--- config.mk ---
export PLATFORM = sky130hd
export DESIGN_NAME = fetch_issue_frontend
export DESIGN_NICKNAME = d
export VERILOG_FILES = /design/src/rtl/fetch_issue_frontend.sv
export SDC_FILE = /design/constraint.sdc
export NUM_CORES = 1
export LEC_CHECK = 0
export BUFFER_PORTS_ARGS = -buffer_cell sky130_fd_sc_hd__clkbuf_2
export CAP_MARGIN = 20
export CORE_MARGIN = 4
export CORE_UTILIZATION = 40
export CTS_BUF_LIST = sky130_fd_sc_hd__clkbuf_4 sky130_fd_sc_hd__clkbuf_8 sky130_fd_sc_hd__clkbuf_16
export DETAILED_ROUTE_END_ITERATION = 8
export GPL_TIMING_DRIVEN = 0
export MAX_ROUTING_LAYER = met4
export SLEW_MARGIN = 30
export SYNTH_ARGS = -nofsm -noshare
export SYNTH_HDL_FRONTEND = slang
export SYNTH_SLANG_ARGS = --single-unit
--- constraint.sdc ---
create_clock -name clk -period 6.02 [get_ports clk]
set_input_delay 0.301 -clock clk [delete_from_list [all_inputs] [get_ports clk]]
set_output_delay 0.301 -clock clk [all_outputs]
set_load 0.03 [all_outputs]
--- src/rtl/fetch_issue_frontend.sv ---
// Fetch/issue front end: sequential-PC fetch with several requests in flight, in-order instruction
// queue, redirect flush and end-of-program detection. Define FE_PERF_CNT_EN for performance counters.
module fetch_issue_frontend #(
    parameter int PC_BIT          = 8,
    parameter int INST_ID_BIT     = 8,
    parameter int INST_BIT        = 16,
    parameter int QUEUE_DEPTH     = 4,
    parameter int MAX_OUTSTANDING = 4,
    parameter int PC_STRIDE       = 1,
    parameter int NUM_FU          = 8
) (
    input  logic                   clk,
    input  logic                   rst,
    output logic                   fetch_vld,
    input  logic                   fetch_rdy,
    output logic [INST_ID_BIT-1:0] fetch_id,
    output logic [PC_BIT-1:0]      fetch_pc,
    input  logic                   resp_vld,
    output logic                   resp_rdy,
    input  logic [INST_BIT-1:0]    resp_inst,
    input  logic                   resp_last,
    output logic                   issue_vld,
    input  logic                   issue_rdy,
    output logic [INST_ID_BIT-1:0] issue_id,
    output logic [PC_BIT-1:0]      issue_pc,
    output logic [INST_BIT-1:0]    issue_inst,
    output logic                   issue_last,
    input  logic                   redirect_vld,
    input  logic [PC_BIT-1:0]      redirect_pc,
    input  logic [NUM_FU-1:0]      fu_idle,
    output logic                   exec_finish
`ifdef FE_PERF_CNT_EN
    ,
    output logic [15:0]            perf_fetch_cnt,
    output logic [15:0]            perf_drop_cnt,
    output logic [15:0]            perf_stall_cnt
`endif
);

    localparam int QW = (QUEUE_DEPTH > 1) ? $clog2(QUEUE_DEPTH) : 1;
    localparam int CW = $clog2(QUEUE_DEPTH + 1);
    localparam int IW = $clog2(MAX_OUTSTANDING + 1);
    localparam int TW = (MAX_OUTSTANDING > 1) ? $clog2(MAX_OUTSTANDING) : 1;
    localparam int SW = ((CW > IW) ? CW : IW) + 1;

    typedef enum logic [1:0] {
        S_RUN,
        S_LAST_SEEN,
        S_LAST_ISSUED,
        S_FINISH
    } state_t;

    state_t r_state;
    state_t w_state_nxt;

    logic [PC_BIT-1:0]      r_fetch_pc;
    logic [INST_ID_BIT-1:0] r_fetch_id;
    logic [IW-1:0]          r_inflight;
    logic [IW-1:0]          w_inflight_nxt;
    logic [IW-1:0]          r_drop;

    // Tag/PC of every request in flight; responses return in order so a FIFO suffices.
    logic [INST_ID_BIT-1:0] r_tag_id [MAX_OUTSTANDING];
    logic [PC_BIT-1:0]      r_tag_pc [MAX_OUTSTANDING];
    logic [TW-1:0]          r_tag_wptr;
    logic [TW-1:0]          r_tag_rptr;

    logic [INST_ID_BIT-1:0] r_q_id   [QUEUE_DEPTH];
    logic [PC_BIT-1:0]      r_q_pc   [QUEUE_DEPTH];
    logic [INST_BIT-1:0]    r_q_inst [QUEUE_DEPTH];
    logic                   r_q_last [QUEUE_DEPTH];
    logic [QW-1:0]          r_q_wptr;
    logic [QW-1:0]          r_q_rptr;
    logic [CW-1:0]          r_q_count;

    logic          w_fetch_hs;
    logic          w_resp_hs;
    logic          w_issue_hs;
    logic          w_redirect;
    logic          w_enq;
    logic          w_last_enq;
    logic [SW-1:0] w_occupancy;

    function automatic logic [TW-1:0] tag_ptr_inc(input logic [TW-1:0] p);
        if (p == TW'(MAX_OUTSTANDING - 1)) begin
            return '0;
        end
        return p + 1'b1;
    endfunction

    assign resp_rdy       = 1'b1;
    assign fetch_pc       = r_fetch_pc;
    assign fetch_id       = r_fetch_id;
    assign exec_finish    = (r_state == S_FINISH);
    assign issue_id       = r_q_id[r_q_rptr];
    assign issue_pc       = r_q_pc[r_q_rptr];
    assign issue_inst     = r_q_inst[r_q_rptr];
    assign issue_last     = r_q_last[r_q_rptr];

    assign w_fetch_hs     = fetch_vld && fetch_rdy;
    assign w_resp_hs      = resp_vld && resp_rdy;
    assign w_issue_hs     = issue_vld && issue_rdy;
    assign w_redirect     = redirect_vld && ((r_state == S_RUN) || (r_state == S_LAST_SEEN));
    // Anything after the last instruction, or still in flight at a redirect, never enters the queue.
    assign w_enq          = w_resp_hs && (r_drop == '0) && !w_redirect && (r_state == S_RUN);
    assign w_last_enq     = w_enq && resp_last;
    assign w_occupancy    = SW'(r_inflight) + SW'(r_q_count);
    assign w_inflight_nxt = r_inflight + IW'(w_fetch_hs) - IW'(w_resp_hs);

    always_ff @(posedge clk) begin
        if (rst) begin
            r_state <= S_RUN;
        end else begin
            r_state <= w_state_nxt;
        end
    end

    always_comb begin
        w_state_nxt = r_state;
        fetch_vld   = 1'b0;
        issue_vld   = 1'b0;
        case (r_state)
            S_RUN: begin
                fetch_vld = !rst && !redirect_vld &&
                            (r_inflight < IW'(MAX_OUTSTANDING)) &&
                            (w_occupancy < SW'(QUEUE_DEPTH));
                issue_vld = (r_q_count != '0);
                if (w_last_enq && !w_redirect) begin
                    w_state_nxt = S_LAST_SEEN;
                end
            end
            S_LAST_SEEN: begin
                issue_vld = (r_q_count != '0);
                if (w_redirect) begin
                    w_state_nxt = S_RUN;
                end else if ((r_q_count != '0) && issue_rdy && issue_last) begin
                    w_state_nxt = S_LAST_ISSUED;
                end
            end
            S_LAST_ISSUED: begin
                if (&fu_idle) begin
                    w_state_nxt = S_FINISH;
                end
            end
            default: begin
                w_state_nxt = S_FINISH;
            end
        endcase
    end

    always_ff @(posedge clk) begin
        if (rst) begin
            r_fetch_pc <= '0;
            r_fetch_id <= '0;
            r_inflight <= '0;
            r_drop     <= '0;
            r_tag_wptr <= '0;
            r_tag_rptr <= '0;
            r_q_wptr   <= '0;
            r_q_rptr   <= '0;
            r_q_count  <= '0;
        end else begin
            r_inflight <= w_inflight_nxt;
            if (w_redirect) begin
                r_fetch_pc <= redirect_pc;
            end else if (w_fetch_hs) begin
                r_fetch_pc <= r_fetch_pc + PC_BIT'(PC_STRIDE);
            end
            // The tag counter runs across redirects so reissued PCs never reuse a live tag.
            if (w_fetch_hs) begin
                r_fetch_id <= r_fetch_id + 1'b1;
                r_tag_wptr <= tag_ptr_inc(r_tag_wptr);
            end
            if (w_resp_hs) begin
                r_tag_rptr <= tag_ptr_inc(r_tag_rptr);
            end
            if (w_redirect || w_last_enq) begin
                r_drop <= w_inflight_nxt;
            end else if (w_resp_hs && (r_drop != '0)) begin
                r_drop <= r_drop - 1'b1;
            end
            if (w_enq) begin
                r_q_wptr <= r_q_wptr + 1'b1;
            end
            if (w_redirect) begin
                r_q_rptr  <= r_q_wptr;
                r_q_count <= '0;
            end else begin
                if (w_issue_hs) begin
                    r_q_rptr <= r_q_rptr + 1'b1;
                end
                r_q_count <= r_q_count + CW'(w_enq) - CW'(w_issue_hs);
            end
        end
    end

    always_ff @(posedge clk) begin
        if (w_fetch_hs) begin
            r_tag_id[r_tag_wptr] <= r_fetch_id;
            r_tag_pc[r_tag_wptr] <= r_fetch_pc;
        end
        if (w_enq) begin
            r_q_id[r_q_wptr]   <= r_tag_id[r_tag_rptr];
            r_q_pc[r_q_wptr]   <= r_tag_pc[r_tag_rptr];
            r_q_inst[r_q_wptr] <= resp_inst;
            r_q_last[r_q_wptr] <= resp_last;
        end
    end

`ifdef FE_PERF_CNT_EN
    logic        w_discard;
    logic [15:0] r_perf_fetch;
    logic [15:0] r_perf_drop;
    logic [15:0] r_perf_stall;

    function automatic logic [15:0] sat_inc(input logic [15:0] v);
        return (v == 16'hFFFF) ? v : v + 16'd1;
    endfunction

    assign w_discard = w_resp_hs && !w_enq;

    always_ff @(posedge clk) begin
        if (rst) begin
            r_perf_fetch <= '0;
            r_perf_drop  <= '0;
            r_perf_stall <= '0;
        end else begin
            if (w_fetch_hs) begin
                r_perf_fetch <= sat_inc(r_perf_fetch);
            end
            if (w_discard) begin
                r_perf_drop <= sat_inc(r_perf_drop);
            end
            if ((r_state == S_RUN) && !fetch_vld) begin
                r_perf_stall <= sat_inc(r_perf_stall);
            end
        end
    end

    assign perf_fetch_cnt = r_perf_fetch;
    assign perf_drop_cnt  = r_perf_drop;
    assign perf_stall_cnt = r_perf_stall;
`endif

endmodule

==> flow_summary.json <==
{
  "status": "complete, no violations",
  "slowest_delay_ns": 0.41,
  "grt_max_degree": 34,
  "period_minus_slack_ns": 3.394,
  "use_met1_pct": 17.85,
  "worstPathRequired_ns": 6.44,
  "io_buffers": 89,
  "drt_iter0_drc": 197,
  "clock_path_buffers": 3,
  "clk_transition_reported_paths_ns": 0.06,
  "yosys-top-cells-count": "196 x edfxtp_1, 49 x mux4_2, 39 x dfxtp_1",
  "p_leak_nw": 3.658,
  "crit_arrival_ns": 3.81,
  "crit_family": "adder cells",
  "ys_seq_area_share_pct": 73.06,
  "synthSimpleGateAreaFrac_pct": 5.690,
  "cts_tree": "done",
  "clock_latency_ns": 0.51,
  "cts.sinks": 235,
  "path_cells": "ha_1 -> nor3b_1 -> and4_4 -> inv_2 -> buf_2 -> buf_2 -> ha_1 -> inv_1 -> ha_1 -> fa_1 -> xnor2_1 -> xnor2_1 -> nor2b_1 -> a211oi_1",
  "syn_area_sq_um": 9125,
  "fp-row-count": 55,
  "cts_hold_repair.buffers": 2,
  "insertedDiodeCount": 0,
  "synth.mux.area_fraction_pct": 12.31,
  "netlist.area_leader.share_pct": 64.50,
  "power_density_nw_per_um2": 349.9,
  "synth_seq_cells": 235,
  "hold_class": "in -> reg",
  "avgSynthCellArea_sq_um": 18.43,
  "grt.overflow.total": 0,
  "drive_above_1_share_pct": 31.01,
  "synth-compound-area-share_pct": 2.921,
  "netlist-cell-type-count": 46,
  "finalSetupTns_ns": 0,
  "finClkSkew_ns": 0.01868,
  "timing.final.crit_share_pct": 56.38,
  "drc": 0,
  "routedWlPerCell_um": 18.73,
  "ios": 92,
  "synth_area_leader_cell": "edfxtp_1",
  "cts_buffers": 25,
  "totalWireLength_mm": 17.17,
  "grt_usage_pct": 14.16,
  "post_cts_buffers": 0,
  "vias": 4748,
  "rsz0062_at_grt": "no",
  "die_w_um": 159.0,
  "grt_util_met2_pct": 23.42,
  "fin_hold_ws_ns": 0.02239,
  "fmax_mhz": 294.6,
  "gp_congestion": 0.8150,
  "synth.area.top_cells": "edfxtp_1 65%, mux4_2 12%, dfxtp_1 8.6%",
  "fp.coreArea_sq_um": 22570,
  "worst_slew_pin_slew_ns": 0.8588,
  "setup_viol": 0,
  "final_util_pct": 47.74,
  "postCtsResizedCells": 0,
  "synthArstFlopShare_pct": 0,
  "antenna_found_initial": 0,
  "synth_edf_count": 196,
  "avgViaCountPerCell": 5.178,
  "drv_cap": 0,
  "layout.nets": 674,
  "cts_root_buf": "clkbuf_16",
  "cp_num_buf_inv": 4,
  "synthXorXnorAreaFrac_pct": 0.9598,
  "end_kind": "flop",
  "ant_nets": 0,
  "ys_warn_count": 0,
  "finalHoldViolCount": 0,
  "path_common_cell": "ha_1",
  "htreeDepth": 1,
  "syn2layout_area_growth_pct": 18.10,
  "synthesis.nets": 555,
  "die_area_sq_um": 25290,
  "grt_pass1_wl_mm": 28.10,
  "fp.dieH_um": 159.0,
  "busiest_layer": "met2",
  "max-slew-margin-rel_pct": 42.75,
  "gr-usage-met3_pct": 3.132,
  "synthCells": 495,
  "crit_slowest_cell": "dfxtp_1",
  "crit_fanout": 10,
  "max-vdd-ir-drop_mv": 0.1705,
  "yosysMostFrequentCell": "edfxtp_1",
  "dp_hpwl_mm": 11.22,
  "cp-start-kind": "flop",
  "synthFlopType": "edfxtp_1",
  "drt_pass1_iterations": 4,
  "synth_fa_ha_area_share_pct": 3.044,
  "report.final.slew_viol_count": 0,
  "critPathKind": "reg -> reg",
  "synth_top_family_by_area": "multiplexers",
  "initial_core_util_pct": 40.43,
  "grt_pass1_vias": 5243
}
==> final timing paths <==
kind | from | to | slack [ns] | depth (start not counted)
max | r_q_count[2] | r_drop[2] | 2.63 | 14
min | resp_inst[15] | r_q_inst[0][15] | 0.02 | 1
max reg2reg | r_q_count[2] | r_drop[2] | 2.63 | 14
min reg2reg | r_tag_wptr[1] | r_tag_wptr[1] | 0.51 | 2
==> report_power, final <==
| part | internal, W | leakage [nW] | switching (W) |
|---|---|---|---|
| clock network | 0.000896 | 0.397 | 0.000591 |
| registers | 0.00184 | 2.08 | 0.0000370 |
| logic | 0.000161 | 1.18 | 0.000250 |
| total | 0.00289 | 3.66 | 0.000878 |
==> stage by stage <==
| step | instances | worst slack [ns] | power, W | cell area (sq um) |
|---|---|---|---|---|
| 2_1_floorplan | 495 | 3.086 | 0.002195 | 9125 |
| 3_3_place_gp | 869 | 2.764 | 0.002307 | 9927 |
| 3_5_place_dp | 870 | 2.618 | 0.002327 | 9951 |
| 4_1_cts | 917 | 2.609 | 0.003818 | 10780 |
| 5_1_grt | 917 | 2.411 | 0.003933 | 10780 |
| 6_report | 917 | 2.626 | 0.003771 | 10780 |
==> final cells by class <==
class / instances / area [sq um]
plain buffers: 24 / 112.6
repair buffers: 92 / 476.7
clock inverters: 18 / 165.2
well taps: 285 / 356.6
flip-flops and latches: 235 / 6666
inverters: 18 / 67.56
multi-input cells: 218 / 2291
fillers: 1901 / 11800
clock buffers: 27 / 640.6
==> placed cells by master, fill, tap and decap left out, types with 3 or more instances in the layout <==
cell type and instances:
a211oi_1 5, a21oi_1 13, a311oi_1 3, and2_1 5, and2_4 4, and3_1 4, buf_2 9, bufinv_16 3
clkbuf_1 12, clkbuf_16 25, clkbuf_2 89, clkinv_1 8, clkinv_2 4, dfxtp_1 39, edfxtp_1 196, ha_1 19
inv_1 17, mux4_2 49, nand2_1 10, nand2b_1 4, nand3_1 11, nand4_1 5, nor2_1 21, nor2b_1 5
nor3_1 3, nor3b_1 4, o21ai_0 6, o31ai_1 5, or3_1 6, or4_1 4, xnor2_1 9
==> kinds of logic (layout without fill, tap and decap cells) <==
kind of cell	Yosys count	in the layout
buf+inv	42	179
fa+ha+maj	21	21
flops	235	235
mux	51	51
compound gates	41	41
xor+xnor	10	10
simple gates	94	94
other cells	1	1
==> sequential cells by signal (all words and copies together) (netlist names), 4 cells and up, named ones only <==
register	count
fetch_id	8
fetch_pc	8
r_q_id	32
r_q_inst	64
r_q_last	4
r_q_pc	32
r_tag_id	32
r_tag_pc	32
==> per-layer routing <==
layer,vias up,wire [um]
met4,0,306
met2,132,8598
li1,2206,-
met5,-,0
met3,24,949
met1,2386,7320
No activity file was read; power rests on OpenSTA's default activity.
